## src/rtl/fpga_cmd_spi_tx.sv

```systemverilog
// fpga_cmd_spi_tx: SPI master shifting 16-bit FPGA command words out MSB first
// on spck/mosi/ncs. The rising edge of ncs commits the word in the receiver.
// Optional feature macro: SPI_TX_MISO_CAPTURE_EN (captures miso into rx_word).
//
// Handshake: a word is accepted on any pck0 edge where cmd_valid and cmd_ready
// are both high; cmd_ready is a register that is high only in IDLE, so there is
// no combinational path from cmd_valid to cmd_ready.
module fpga_cmd_spi_tx #(
    parameter int CLK_DIV = 4,  // pck0 cycles per spck half-period, 1..255
    parameter int NCS_GAP = 8   // minimum ncs-high cycles between words, 1..255
) (
    input  logic        pck0,
    input  logic        nreset,
    input  logic        cmd_valid,
    output logic        cmd_ready,
    input  logic [15:0] cmd_word,
    output logic        spck,
    output logic        mosi,
    output logic        ncs,
    input  logic        miso,
    output logic        busy,
    output logic        done,
    output logic [15:0] rx_word
);

    typedef enum logic [2:0] {
        IDLE  = 3'd0,
        SETUP = 3'd1,
        HIGH  = 3'd2,
        LOW   = 3'd3,
        GAP   = 3'd4
    } state_e;

    localparam logic [7:0] DIV_RELOAD = 8'(CLK_DIV - 1);
    localparam logic [7:0] GAP_RELOAD = 8'(NCS_GAP - 1);

    state_e      state_q, state_d;
    logic [7:0]  div_q, div_d;
    logic [3:0]  bit_q, bit_d;
    logic [15:0] shreg_q, shreg_d;
    logic        spck_q, spck_d;
    logic        mosi_q, mosi_d;
    logic        ncs_q, ncs_d;
    logic        busy_q, busy_d;
    logic        ready_q, ready_d;
    logic        done_q, done_d;

`ifdef SPI_TX_MISO_CAPTURE_EN
    logic [15:0] rxsh_q, rxsh_d;
    logic [15:0] rx_word_q, rx_word_d;
`else
    logic        unused_miso;
    assign unused_miso = miso;
`endif

    // Next-state logic; outputs are decoded from the next state so they can be registered.
    always_comb begin
        state_d = state_q;
        div_d   = div_q;
        bit_d   = bit_q;
        shreg_d = shreg_q;
`ifdef SPI_TX_MISO_CAPTURE_EN
        rxsh_d    = rxsh_q;
        rx_word_d = rx_word_q;
`endif
        case (state_q)
            IDLE: begin
                if (cmd_valid) begin
                    state_d = SETUP;
                    div_d   = DIV_RELOAD;
                    bit_d   = 4'd15;
                    shreg_d = cmd_word;
`ifdef SPI_TX_MISO_CAPTURE_EN
                    rxsh_d  = 16'h0000;
`endif
                end
            end
            SETUP, LOW: begin
                if (div_q != 8'd0) begin
                    div_d = div_q - 8'd1;
                end else if (state_q == LOW && bit_q == 4'd0) begin
                    // Final hold of the last bit is over: release ncs.
                    state_d = GAP;
                    div_d   = GAP_RELOAD;
`ifdef SPI_TX_MISO_CAPTURE_EN
                    rx_word_d = rxsh_q;
`endif
                end else begin
                    state_d = HIGH;
                    div_d   = DIV_RELOAD;
                    if (state_q == LOW) begin
                        bit_d = bit_q - 4'd1;
                    end
`ifdef SPI_TX_MISO_CAPTURE_EN
                    // spck rises at this edge: sample the return bit.
                    rxsh_d = {rxsh_q[14:0], miso};
`endif
                end
            end
            HIGH: begin
                if (div_q != 8'd0) begin
                    div_d = div_q - 8'd1;
                end else begin
                    state_d = LOW;
                    div_d   = DIV_RELOAD;
                    shreg_d = {shreg_q[14:0], 1'b0};
                end
            end
            GAP: begin
                if (div_q != 8'd0) begin
                    div_d = div_q - 8'd1;
                end else begin
                    state_d = IDLE;
                end
            end
            default: begin
                state_d = IDLE;
            end
        endcase

        spck_d  = (state_d == HIGH);
        ncs_d   = !(state_d == SETUP || state_d == HIGH || state_d == LOW);
        mosi_d  = ncs_d ? 1'b0 : shreg_d[15];
        busy_d  = (state_d != IDLE);
        ready_d = (state_d == IDLE);
        done_d  = (state_d == GAP) && (state_q != GAP);
    end

    // State, counters and registered outputs; reset forces idle outputs at once.
    always_ff @(posedge pck0 or negedge nreset) begin
        if (!nreset) begin
            state_q <= IDLE;
            div_q   <= 8'd0;
            bit_q   <= 4'd15;
            shreg_q <= 16'h0000;
            spck_q  <= 1'b0;
            mosi_q  <= 1'b0;
            ncs_q   <= 1'b1;
            busy_q  <= 1'b0;
            ready_q <= 1'b1;
            done_q  <= 1'b0;
        end else begin
            state_q <= state_d;
            div_q   <= div_d;
            bit_q   <= bit_d;
            shreg_q <= shreg_d;
            spck_q  <= spck_d;
            mosi_q  <= mosi_d;
            ncs_q   <= ncs_d;
            busy_q  <= busy_d;
            ready_q <= ready_d;
            done_q  <= done_d;
        end
    end

`ifdef SPI_TX_MISO_CAPTURE_EN
    // Return-data shift register and the word presented at done.
    always_ff @(posedge pck0 or negedge nreset) begin
        if (!nreset) begin
            rxsh_q    <= 16'h0000;
            rx_word_q <= 16'h0000;
        end else begin
            rxsh_q    <= rxsh_d;
            rx_word_q <= rx_word_d;
        end
    end
    assign rx_word = rx_word_q;
`else
    assign rx_word = 16'h0000;
`endif

    assign cmd_ready = ready_q;
    assign spck      = spck_q;
    assign mosi      = mosi_q;
    assign ncs       = ncs_q;
    assign busy      = busy_q;
    assign done      = done_q;

endmodule

```

## config.mk

```make
export PLATFORM = sky130hd
export DESIGN_NAME = fpga_cmd_spi_tx
export DESIGN_NICKNAME = d
export VERILOG_FILES = /design/src/rtl/fpga_cmd_spi_tx.sv
export SDC_FILE = /design/constraint.sdc
export NUM_CORES = 1
export LEC_CHECK = 0
export ABC_AREA = 1
export BUFFER_PORTS_ARGS = -buffer_cell sky130_fd_sc_hd__buf_2
export CAP_MARGIN = 20
export CORE_UTILIZATION = 35
export DETAILED_ROUTE_END_ITERATION = 16
export HOLD_SLACK_MARGIN = 0.02
export PLACE_DENSITY_LB_ADDON = 0.1
export SLEW_MARGIN = 20
export SYNTH_ARGS = -nofsm -noshare
export SYNTH_HDL_FRONTEND = slang
export SYNTH_SLANG_ARGS = --single-unit
```

## constraint.sdc

```tcl
create_clock -name pck0 -period 1.3 [get_ports pck0]
set_input_delay 0.13 -clock pck0 [delete_from_list [all_inputs] [get_ports pck0]]
set_output_delay 0.13 -clock pck0 [all_outputs]
set_load 0.05 [all_outputs]
```

After elaboration in Yosys (flattened, before gate mapping)

Cells that the tools add are included.

$add $sub $neg: 2
Equal/unequal tests: 15
Muxes and demuxes: 21
Reduce and logical (&&, ||, !) cells: 17

Operators with widths:

| kind                                                                   | count |
|---|---|
| 16-bit two-way mux                                                     | 2 |
| 8-bit two-way mux                                                      | 4 |
| 16-bit case mux with 2 select lines                                    | 1 |
| 8-bit case mux with 4 select lines                                     | 1 |
| 3-bit two-way mux                                                      | 6 |
| 4-bit two-way mux                                                      | 4 |
| 3-bit by 2-bit equality test with 1-bit output (second input constant) | 4 |
| 2-bit != test (second input constant)                                  | 6 |
| 3-bit case mux with 4 select lines                                     | 1 |
| 4-bit case mux with 2 select lines                                     | 1 |
| 8-bit nonzero test                                                     | 1 |
| 8-bit by 1-bit subtractor with 8-bit output (second input constant)    | 1 |
| 3-bit by 1-bit equality test with 1-bit output (second input constant) | 2 |
| 3-bit equality test (second input constant)                            | 2 |
| 3-bit logical NOT                                                      | 2 |
| 3-bit AND reduction                                                    | 2 |
| 5-bit AND reduction                                                    | 1 |
| 4-bit logical NOT                                                      | 1 |
| 2-bit nonzero test                                                     | 2 |
| 4-bit nonzero test                                                     | 1 |
| 4-bit by 1-bit subtractor with 4-bit output (second input constant)    | 1 |
| 3-bit != test (second input constant)                                  | 1 |
| 3-bit nonzero test                                                     | 1 |
| 1-bit logical AND                                                      | 2 |
| other kinds (4)                                                        | 5 |

Bits in registers: 37
Bits of input ports: 20
Word-level logic and storage cells: 66

Longest topological paths before layout

Gate-level depths: netlist of the first run.

Depth in word-level cells: 9
Depth in mapped cells: 11
Mapped depth without buffers: 11

Worst setup path before layout of the first run

OpenSTA, ideal clock, no wires.

Path kind: reg2reg
Start point: reg div_q[0]
End point: reg shreg_q[10]
Library setup time: 0.124 ns
Data arrival time: 1.299 ns
Required time: 1.176 ns
Slack: -0.122 ns
Cell stages (with the launch flop): 11
Buffers on the path: 1
Period minus slack after synthesis: 1.422 ns
Cells stage by stage: dfrtp_1 inv_1 ha_1 nand3_2 inv_1 nand2_2 nand2_2 nand2_4 buf_6 nand2_1 nand3_1

Longest elaborated chain between the ends: 3

Ends and longest elaborated chain:

| element                       | line | RTL |
|---|---|---|
| start, declared               | 38   | `logic [7:0] div_q, div_d;` |
| start signal, assigned        | 144  | `div_q <= div_d;` |
| 8-bit nonzero test            | 101  | `if (div_q != 8'd0) begin` |
| 2-bit != test (no line)       | --   |  |
| 3-bit AND reduction (no line) | --   |  |
| end signal, assigned          | 146  | `shreg_q <= shreg_d;` |
| end, declared                 | 40   | `logic [15:0] shreg_q, shreg_d;` |

No other way between the ends.
A chain may end at the register's enable or synchronous reset.

Worst setup path in the final report of the first run

Start point: reg div_q[1]
End point: reg shreg_q[11]

Same word-level chain as after synthesis.

==> flow_summary.ini, run 1 <==
[run_status]
status = complete, but fails checks
violations = setup timing

[sta]
fmax_mhz = 712
fin_crit_sh = 1.08
fin_setup_tns_ns = -1.96
rsz0062_at_grt = true
fin_crit_ns = 1.40
hold_viol = 0
setup_violations = 30
skew_ns = 0.0136
drv_slew = 0
final.setup.worst_slack_ns = -0.104

[flow_run]
max_cap_viol_count = 0

[synth]
ys_seq_elements = 37
synth.area.mux_share = 0
synth_ff_type = dfrtp_1
synth-xor-area-share = 0.00407
synthSimpleGateAreaFrac = 0.362
synth_top_family_by_area = simple AND/OR/NAND/NOR gates
syn-instance-count = 274
syn_area_um2 = 2150
ys_warn_count = 0
syn_area_per_cell_um2 = 7.85
synth_compound_gate_area_share = 0.0355
yosysSeqAreaShare = 0.434
synthArstFlopShare = 1.00
synth_edf_count = 0
synth_cell_types = 31
synth_fa_ha_area_frac = 0.0233

[routing]
via_count = 1798
viasPerCell = 4.42
drt-initial-drc-count = 28
wl_per_cell_um = 11.3
drc = 0
drtAntennaViolNets = 0
drt-total-wl_um = 4590
dr.pass1.iters = 5

[global_routing]
grt_max_degree = 38
overflow = 0
grt_util_all_layers = 0.155
grt_pass1_wl_um = 7780
antenna_found_initial = 0
grt_pass1_vias = 1748

[clock_network]
clock_path_buffers = 2
clockRootBuffer = clkbuf_8
cts_sinks = 37
cts_tree = done
cts_buffers = 5
cts_max_level = 2
clock_latency_ns = 0.29
path_clk_slew_ns = 0.08

[worst_setup_path]
endpoint_kind = register
cp_max_fo = 7
crit_path_start_kind = register
ff2ff_setup_slack_ns = -0.10
critPathArrivalTime_ns = 1.64
path_class = reg2reg
required_ns = 1.53

[power_and_ir_drop]
p_per_area_nw_per_um2 = 713
power.total_uw = 2120
leakage_uw = 0.00146
ir_worst_vdd_mv = 0.366

[finish]
nFillCells = 596
final_area_um2 = 2980
final_common_cell = nand2_1
area_growth_pct = 38.3
final_nets = 355
layout_common_cells = nand2_1, dfrtp_1, inv_1, buf_2, buf_4
multi_input_area_um2 = 1300
drive_above_1_share = 0.455
regArea_um2 = 933
antennaDiodeCount = 0

[floorplanning]
ios = 42
coreArea_um2 = 5920
start_util = 0.363
row_count = 28
die-area_um2 = 6470
die_w_um = 80.4
die_h_um = 80.4

[place]
hpwl_um = 3070
io_buffer_count = 24
routabilityCongestion = 0.756
placed_cell_area_um2 = 2510

[worst_hold_path]
holdCritPathClass = in2reg
[area by class of cell]
cell class	count	area share
Tap cell	75	0.0315
Inverter	39	0.0559
Clock buffer	6	0.0244
Sequential cell	37	0.314
Timing Repair Buffer	53	0.133
Multi-Input combinational cell	195	0.437
Clock inverter	2	0.00504
[logic make-up (layout without fill, tap and decap cells)]
group                    Yosys count  in the layout
AO/OA/AOI/OAI                     14             14
XOR/XNOR                           1              1
adder cells (fa/ha/maj)            4              4
buffers and inverters             58            100
flip-flops                        37             37
other                              1             16
AND/OR/NAND/NOR                  159            160
[Yosys cell counts (5+ instances only)]
library cell	instances	area share
inv_2	6	0.010
nand3_1	27	0.063
buf_4	16	0.056
o21ai_1	6	0.014
dfrtp_1	31	0.36
nand2_1	86	0.15
inv_1	30	0.052
nor2_1	17	0.030
nor2_2	5	0.015
nand2_2	6	0.017
dfstp_2	6	0.073
[registers in the layout, indices dropped and copies added, names as in the netlist, 3 cells and up]
signal and count:
bit_q 4, div_q 8, shreg_q 16, state_q 3
[routing by layer]
layer / vias to the layer above / share of wire / track usage
li1: 933 / - / -
met5: - / 0 / 0
met2: 35 / 0.51 / 0.269
met1: 823 / 0.44 / 0.191
met3: 7 / 0.030 / 0.0307
met4: 0 / 0.014 / 0.0482
[stage by stage]
stage / hold WS, ns / setup slack, ns / util / cells
after CTS: 0.0365 / -0.0912 / 0.459 / 403
after detailed placement: 0.114 / -0.123 / 0.424 / 391
final: 0.0363 / -0.104 / 0.503 / 407
after global routing: 0.0482 / -0.197 / 0.503 / 407
after global placement: 0.115 / -0.108 / 0.424 / 391
after floorplan: -0.166 / -0.0129 / - / 289
[worst max-delay path: stages, from the launching register on]
cell	delay, ns
dfrtp_1	0.39
inv_2	0.09
ha_4	0.14
nand3_4	0.09
inv_2	0.08
nand2_4	0.07
nor2_4	0.18
clkbuf_16	0.21
nand2_4	0.05
nand3_2	0.05
[repair_timing]
action | CTS | global route
gates resized for setup | 21 | 52
endpoints found under the hold margin | 31 | 0
pin swaps | 13 | 18
cloned | 1 | 1
hold buffers | 1 | 0
endpoints found under the setup margin | 33 | 36
setup buffers | 2 | 3
[worst paths after layout]
kind,cells after the start,from,end
worst max-delay path,9,div_q[1],shreg_q[11]
worst min-delay path,3,cmd_word[0],shreg_q[0]
worst max register to register,9,div_q[1],shreg_q[11]
worst min register to register,2,bit_q[2],bit_q[2]
max in group asynchronous,3,nreset,cmd_ready
min in group asynchronous,3,nreset,state_q[2]
[power breakdown]
part	switching [uW]	internal [uW]	leakage [uW]	total, uW
clock	434	378	0.0000374	812
sequential	0	1150	0.000381	1150
combinational	133	27.1	0.00104	160
No activity file was read; power rests on OpenSTA's default activity.
==> run 2, diff against run 1 <==
--- a/config.mk
+++ b/config.mk
@@ -8,7 +8,7 @@
 export ABC_AREA = 1
 export BUFFER_PORTS_ARGS = -buffer_cell sky130_fd_sc_hd__buf_2
 export CAP_MARGIN = 20
-export CORE_UTILIZATION = 35
+export CORE_UTILIZATION = 50
 export DETAILED_ROUTE_END_ITERATION = 16
 export HOLD_SLACK_MARGIN = 0.02
 export PLACE_DENSITY_LB_ADDON = 0.1
==> run 2 against run 1 <==
Effect of this change: the flow still finishes with violations (setup timing); combinational power about the same; worst setup slack got worse by 0.049 ns; total power up 8.7%; sequential power about the same; core utilization up 25 points; count of clock-buffer cells in the layout unchanged; via count increased by 1.7%; sequential share of layout area is 0.85 points lower; largest cell class unchanged.
==> flow_summary.ini, run 2 (synthesis gave the netlist of run 1 again) <==
[floorplanning]
start_util = 0.530
die_h_um = 67.6
die-area_um2 = 4570
die_w_um = 67.6
ios = 42
coreArea_um2 = 4060
row_count = 23

[place]
place_inst = 367
io_buffer_count = 24
hpwl_um = 2900
routabilityCongestion = 0.816

[sta]
final.setup.worst_slack_ns = -0.153
drv_slew = 0
setup_violations = 33
hold_viol = 0
fin_setup_tns_ns = -2.82
fmax_mhz = 688
rsz0062_at_grt = true
skew_ns = 0.0126
fin_crit_sh = 1.12
holdWs_ns = 0.0535
fin_crit_ns = 1.45

[clock_network]
clock_latency_ns = 0.29
cts_sinks = 37
clock_path_buffers = 2
path_clk_slew_ns = 0.08
clockRootBuffer = clkbuf_8
cts_max_level = 2
cts_buffers = 5
cts_tree = done

[global_routing]
grt_pass1_wl_um = 7510
grt_pass1_vias = 1744
met2_usage = 0.385
antenna_found_initial = 0
use_met1 = 0.272
grt_max_degree = 24
overflow = 0
use_met3 = 0.0456
grt_busiest_layer = met2
grt_util_all_layers = 0.224

[worst_setup_path]
crit_chain = inv_2 -> ha_4 -> nand3_4 -> nor2_8 -> nand2_8 -> nand2_8 -> inv_8 -> nand2_8 -> nand2_2 -> nor2_2
startpoint = div_q[1]
required_ns = 1.53
critPathArrivalTime_ns = 1.68
cpMostUsedCell = nand2_8
path_class = reg2reg
crit_path_start_kind = register
cp_max_fo = 8
max_stage_delay_ns = 0.39
cp_slowest_cell = dfrtp_1
endpoint_kind = register
reg2reg_from = div_q[1]

[finish]
largest_register = shreg_q
utilization = 0.754
layout_common_cells = nand2_1, dfrtp_1, buf_2
largestRegisters = shreg_q x16, div_q x8, bit_q x4
largest_register_ffs = 16
final_cells = 385
final_common_cell = nand2_1
drive_above_1_share = 0.501
antennaDiodeCount = 0
final_nets = 358
area_growth_pct = 42.2

[routing]
drtAntennaViolNets = 0
wl_per_cell_um = 12.0
via_count = 1828
dr.pass1.iters = 4
drc = 0
drt-initial-drc-count = 54
drt-total-wl_um = 4600
viasPerCell = 4.75

[power_and_ir_drop]
p_int_uw = 1750
leakage_uw = 0.00150
pwr-share-comb = 0.069
pwr-share-clk = 0.432
ir_worst_vdd_mv = 0.664
pwr-share-seq = 0.499
switching_share = 0.240
p_sw_uw = 554
p_per_area_nw_per_um2 = 754

[run_status]
violations = setup timing
status = complete, but fails checks

[worst_hold_path]
holdCritPathClass = in2reg
min-delay-start = cmd_word[8]

[flow_run]
max_cap_viol_count = 0
==> run 2: changes by cell type in the layout (fill, tap and decap cells not counted), moves of 2 or more <==
cell | before | now
o21ai_1 | 5 | 3
nand2_1 | 68 | 56
clkinvlp_4 | 2 | 0
o21ai_2 | 2 | 4
nand2_4 | 16 | 18
inv_4 | 5 | 3
buf_6 | 0 | 4
nand2_2 | 9 | 18
inv_2 | 9 | 12
==> run 2: final cells by class <==
class | instances | area, um2
repair buffers | 56 | 428
well taps | 50 | 62.6
flip-flops and latches | 37 | 933
multi-input cells | 195 | 1360
clock buffers | 6 | 72.6
fillers | 302 | 998
inverters | 39 | 161
clock inverters | 2 | 38.8
==> run 2: stage by stage <==
stage / power (uW) / instance area, um2 / worst slack, ns
CTS: 2330 / 2930 / -0.120
global placement: 1330 / 2490 / -0.100
floorplan: 1310 / 2240 / -0.0129
global route: 2400 / 3060 / -0.241
detailed placement: 1330 / 2490 / -0.113
finish: 2310 / 3060 / -0.153
==> run 2: final timing paths <==
check / to / slack, ns / cells past startpoint
max reg2reg: div_q[5] / -0.15 / 10
min reg2reg: bit_q[3] / 0.47 / 2
min: shreg_q[8] / 0.05 / 3
min in group asynchronous: busy / 0.28 / 2
max in group asynchronous: bit_q[3] / 0.49 / 3
max: div_q[5] / -0.15 / 10
==> run 2: power by group through the flow <==
stage                     combinational (uW)  clock (uW)  sequential (uW)
after global placement                   158           0             1170
after global routing                     172        1080             1150
after floorplan                          139           0             1170
final                                    160         997             1150
after detailed placement                 159           0             1170
after CTS                                160        1020             1150
==> run 2: repair_timing <==
action	4_1_cts	5_1_grt
setup endpoints to repair	33	37
endpoints found under the hold margin	11	0
buffers inserted	4	4
cloned	2	0
hold buffers	1	0
resized for setup	63	34
pin swaps	20	4
==> run 2: layer usage <==
| layer | wire length (um) | vias up | share of wire |
|---|---|---|---|
| met5 | 0 | - | 0 |
| met4 | 36 | 0 | 0.0078 |
| met3 | 112 | 5 | 0.024 |
| met2 | 2400 | 27 | 0.52 |
| met1 | 2060 | 860 | 0.45 |
| li1 | - | 936 | - |
==> run 2: worst max-delay path, delay by kind of cell (launching register included) <==
kind / cells / cell delay (ns)
DFF: 1 / 0.39
buffers and inverters: 2 / 0.13
and+or+nand+nor: 7 / 0.71
adders and majority gates: 1 / 0.14
==> run 3, diff against run 2 <==
--- a/config.mk
+++ b/config.mk
@@ -7,8 +7,7 @@
 export LEC_CHECK = 0
 export ABC_AREA = 1
 export BUFFER_PORTS_ARGS = -buffer_cell sky130_fd_sc_hd__buf_2
-export CAP_MARGIN = 20
-export CORE_UTILIZATION = 50
+export CORE_UTILIZATION = 40
 export DETAILED_ROUTE_END_ITERATION = 16
 export HOLD_SLACK_MARGIN = 0.02
 export PLACE_DENSITY_LB_ADDON = 0.1
==> run 3 against run 2 <==
Effect of this change: the flow still finishes with violations (setup timing); non-clock buffer count decreased by 6; worst hold slack got worse by 0.0099 ns; die area increased by 24%; critical path depth decreased by 1; clock power about the same; total power increased by 1.6%; worst setup slack improved by 0.041 ns; largest cell class unchanged.
==> flow_summary.ini, run 3 (synthesis gave the netlist of run 1 again) <==
[run_status]
status = complete, but fails checks
violations = setup timing

[finish]
antennaDiodeCount = 0
nFillCells = 529
largestRegisters = shreg_q x16, div_q x8, bit_q x4
largest_register = shreg_q
utilization = 0.551
final_nets = 352
final_common_cell = nand2_1
regArea_um2 = 933
layout_common_cells = nand2_1, dfrtp_1, nand3_1
area_growth_pct = 31.6
multi_input_area_um2 = 1170
largest_register_ffs = 16
drive_above_1_share = 0.386
final_cells = 399

[clock_network]
clock_latency_ns = 0.28
cts_max_level = 2
path_clk_slew_ns = 0.07
clockRootBuffer = clkbuf_8
cts_tree = done
clock_path_buffers = 2
cts_buffers = 5
cts_sinks = 37

[sta]
fin_crit_ns = 1.41
hold_viol = 0
fmax_mhz = 708
rsz0062_at_grt = true
holdWs_ns = 0.0435
setup_violations = 31
final.setup.worst_slack_ns = -0.112
skew_ns = 0.00212
drv_slew = 0
fin_crit_sh = 1.09

[floorplanning]
ios = 42
row_count = 26
die_h_um = 75.4
die-area_um2 = 5680
coreArea_um2 = 5140
start_util = 0.419
die_w_um = 75.4

[worst_hold_path]
whs_path_depth = 3
holdCritPathClass = in2reg
min-delay-start = cmd_word[0]
holdPathEnd = shreg_q[0]

[routing]
dr.pass1.iters = 4
via_count = 1779
drtAntennaViolNets = 0
drt-total-wl_um = 4320
viasPerCell = 4.46
drt-initial-drc-count = 44
wl_per_cell_um = 10.8
drc = 0

[place]
hpwl_um = 2960
place_inst = 386
io_buffer_count = 24
post-place-ws_ns = -0.150
routabilityCongestion = 0.755

[worst_setup_path]
crit-reg2reg-capture = mosi
required_ns = 1.49
endpoint_kind = register
critPathArrivalTime_ns = 1.60
cp_max_fo = 7
reg2reg_from = div_q[0]
r2r_cells = 9
crit_path_start_kind = register
startpoint = div_q[0]
ff2ff_setup_slack_ns = -0.11
path_class = reg2reg

[global_routing]
grt_max_degree = 38
grt_util_all_layers = 0.167
overflow = 0
grt_pass1_wl_um = 7060
antenna_found_initial = 0
grt_pass1_vias = 1663

[power_and_ir_drop]
ir_worst_vdd_mv = 0.549
leakage_uw = 0.00141
p_per_area_nw_per_um2 = 828

[flow_run]
max_cap_viol_count = 0
## run 3: report_power, final
| group | switching [uW] | total (uW) | internal, uW |
|---|---|---|---|
| Sequential | 0 | 1150 | 1150 |
| Clock | 408 | 1030 | 626 |
| Combinational | 133 | 160 | 27.0 |
## run 3: how the worst max path moves through the flow
stage	cells past startpoint	endpoint	slack (ns)
6_report	9	mosi	-0.11
5_1_grt	9	div_q[2]	-0.22
4_1_cts	10	div_q[5]	-0.13
3_5_place_dp	11	mosi	-0.15
3_3_place_gp	11	mosi	-0.11
2_1_floorplan	10	shreg_q[10]	-0.01
## run 3: through the flow
step	setup TNS [ns]	instance area, um2	total power [uW]
5_1_grt	-5.18	2830	2440
3_3_place_gp	-1.62	2500	1330
2_1_floorplan	-0.116	2240	1310
6_report	-2.27	2830	2340
3_5_place_dp	-2.46	2500	1330
4_1_cts	-2.43	2710	2380
## run 3: cell type report
class | count | share of cell area
Multi-Input combinational cell | 195 | 0.413
Clock buffer | 7 | 0.0305
Clock inverter | 1 | 0.0106
Sequential cell | 37 | 0.330
Tap cell | 70 | 0.0309
Inverter | 39 | 0.0561
Timing Repair Buffer | 50 | 0.129
## run 3: per-layer routing
metal,up-vias,track usage,part of all wire,routed length [um]
li1,921,-,-,-
met1,815,0.199,0.46,1990
met2,37,0.297,0.50,2160
met3,6,0.0357,0.031,133
met4,0,0.0617,0.0093,40
met5,-,0,0,0
## run 3: critical path, cell delays in order, from the launching register on
cell and delay [ns]:
dfrtp_1 0.39, inv_2 0.08, ha_4 0.14, nand3_4 0.09
nor2_8 0.18, nand2_2 0.10, nand3_2 0.11, nand3_1 0.10
nand2_1 0.07, inv_1 0.03
## run 3: timing repair
item	CTS	global route
endpoints found under the hold margin	31	0
endpoints found under the setup margin	33	37
hold buffers	1	0
pin swaps	11	10
cloned	0	1
setup buffers	3	1
resized for setup	14	30
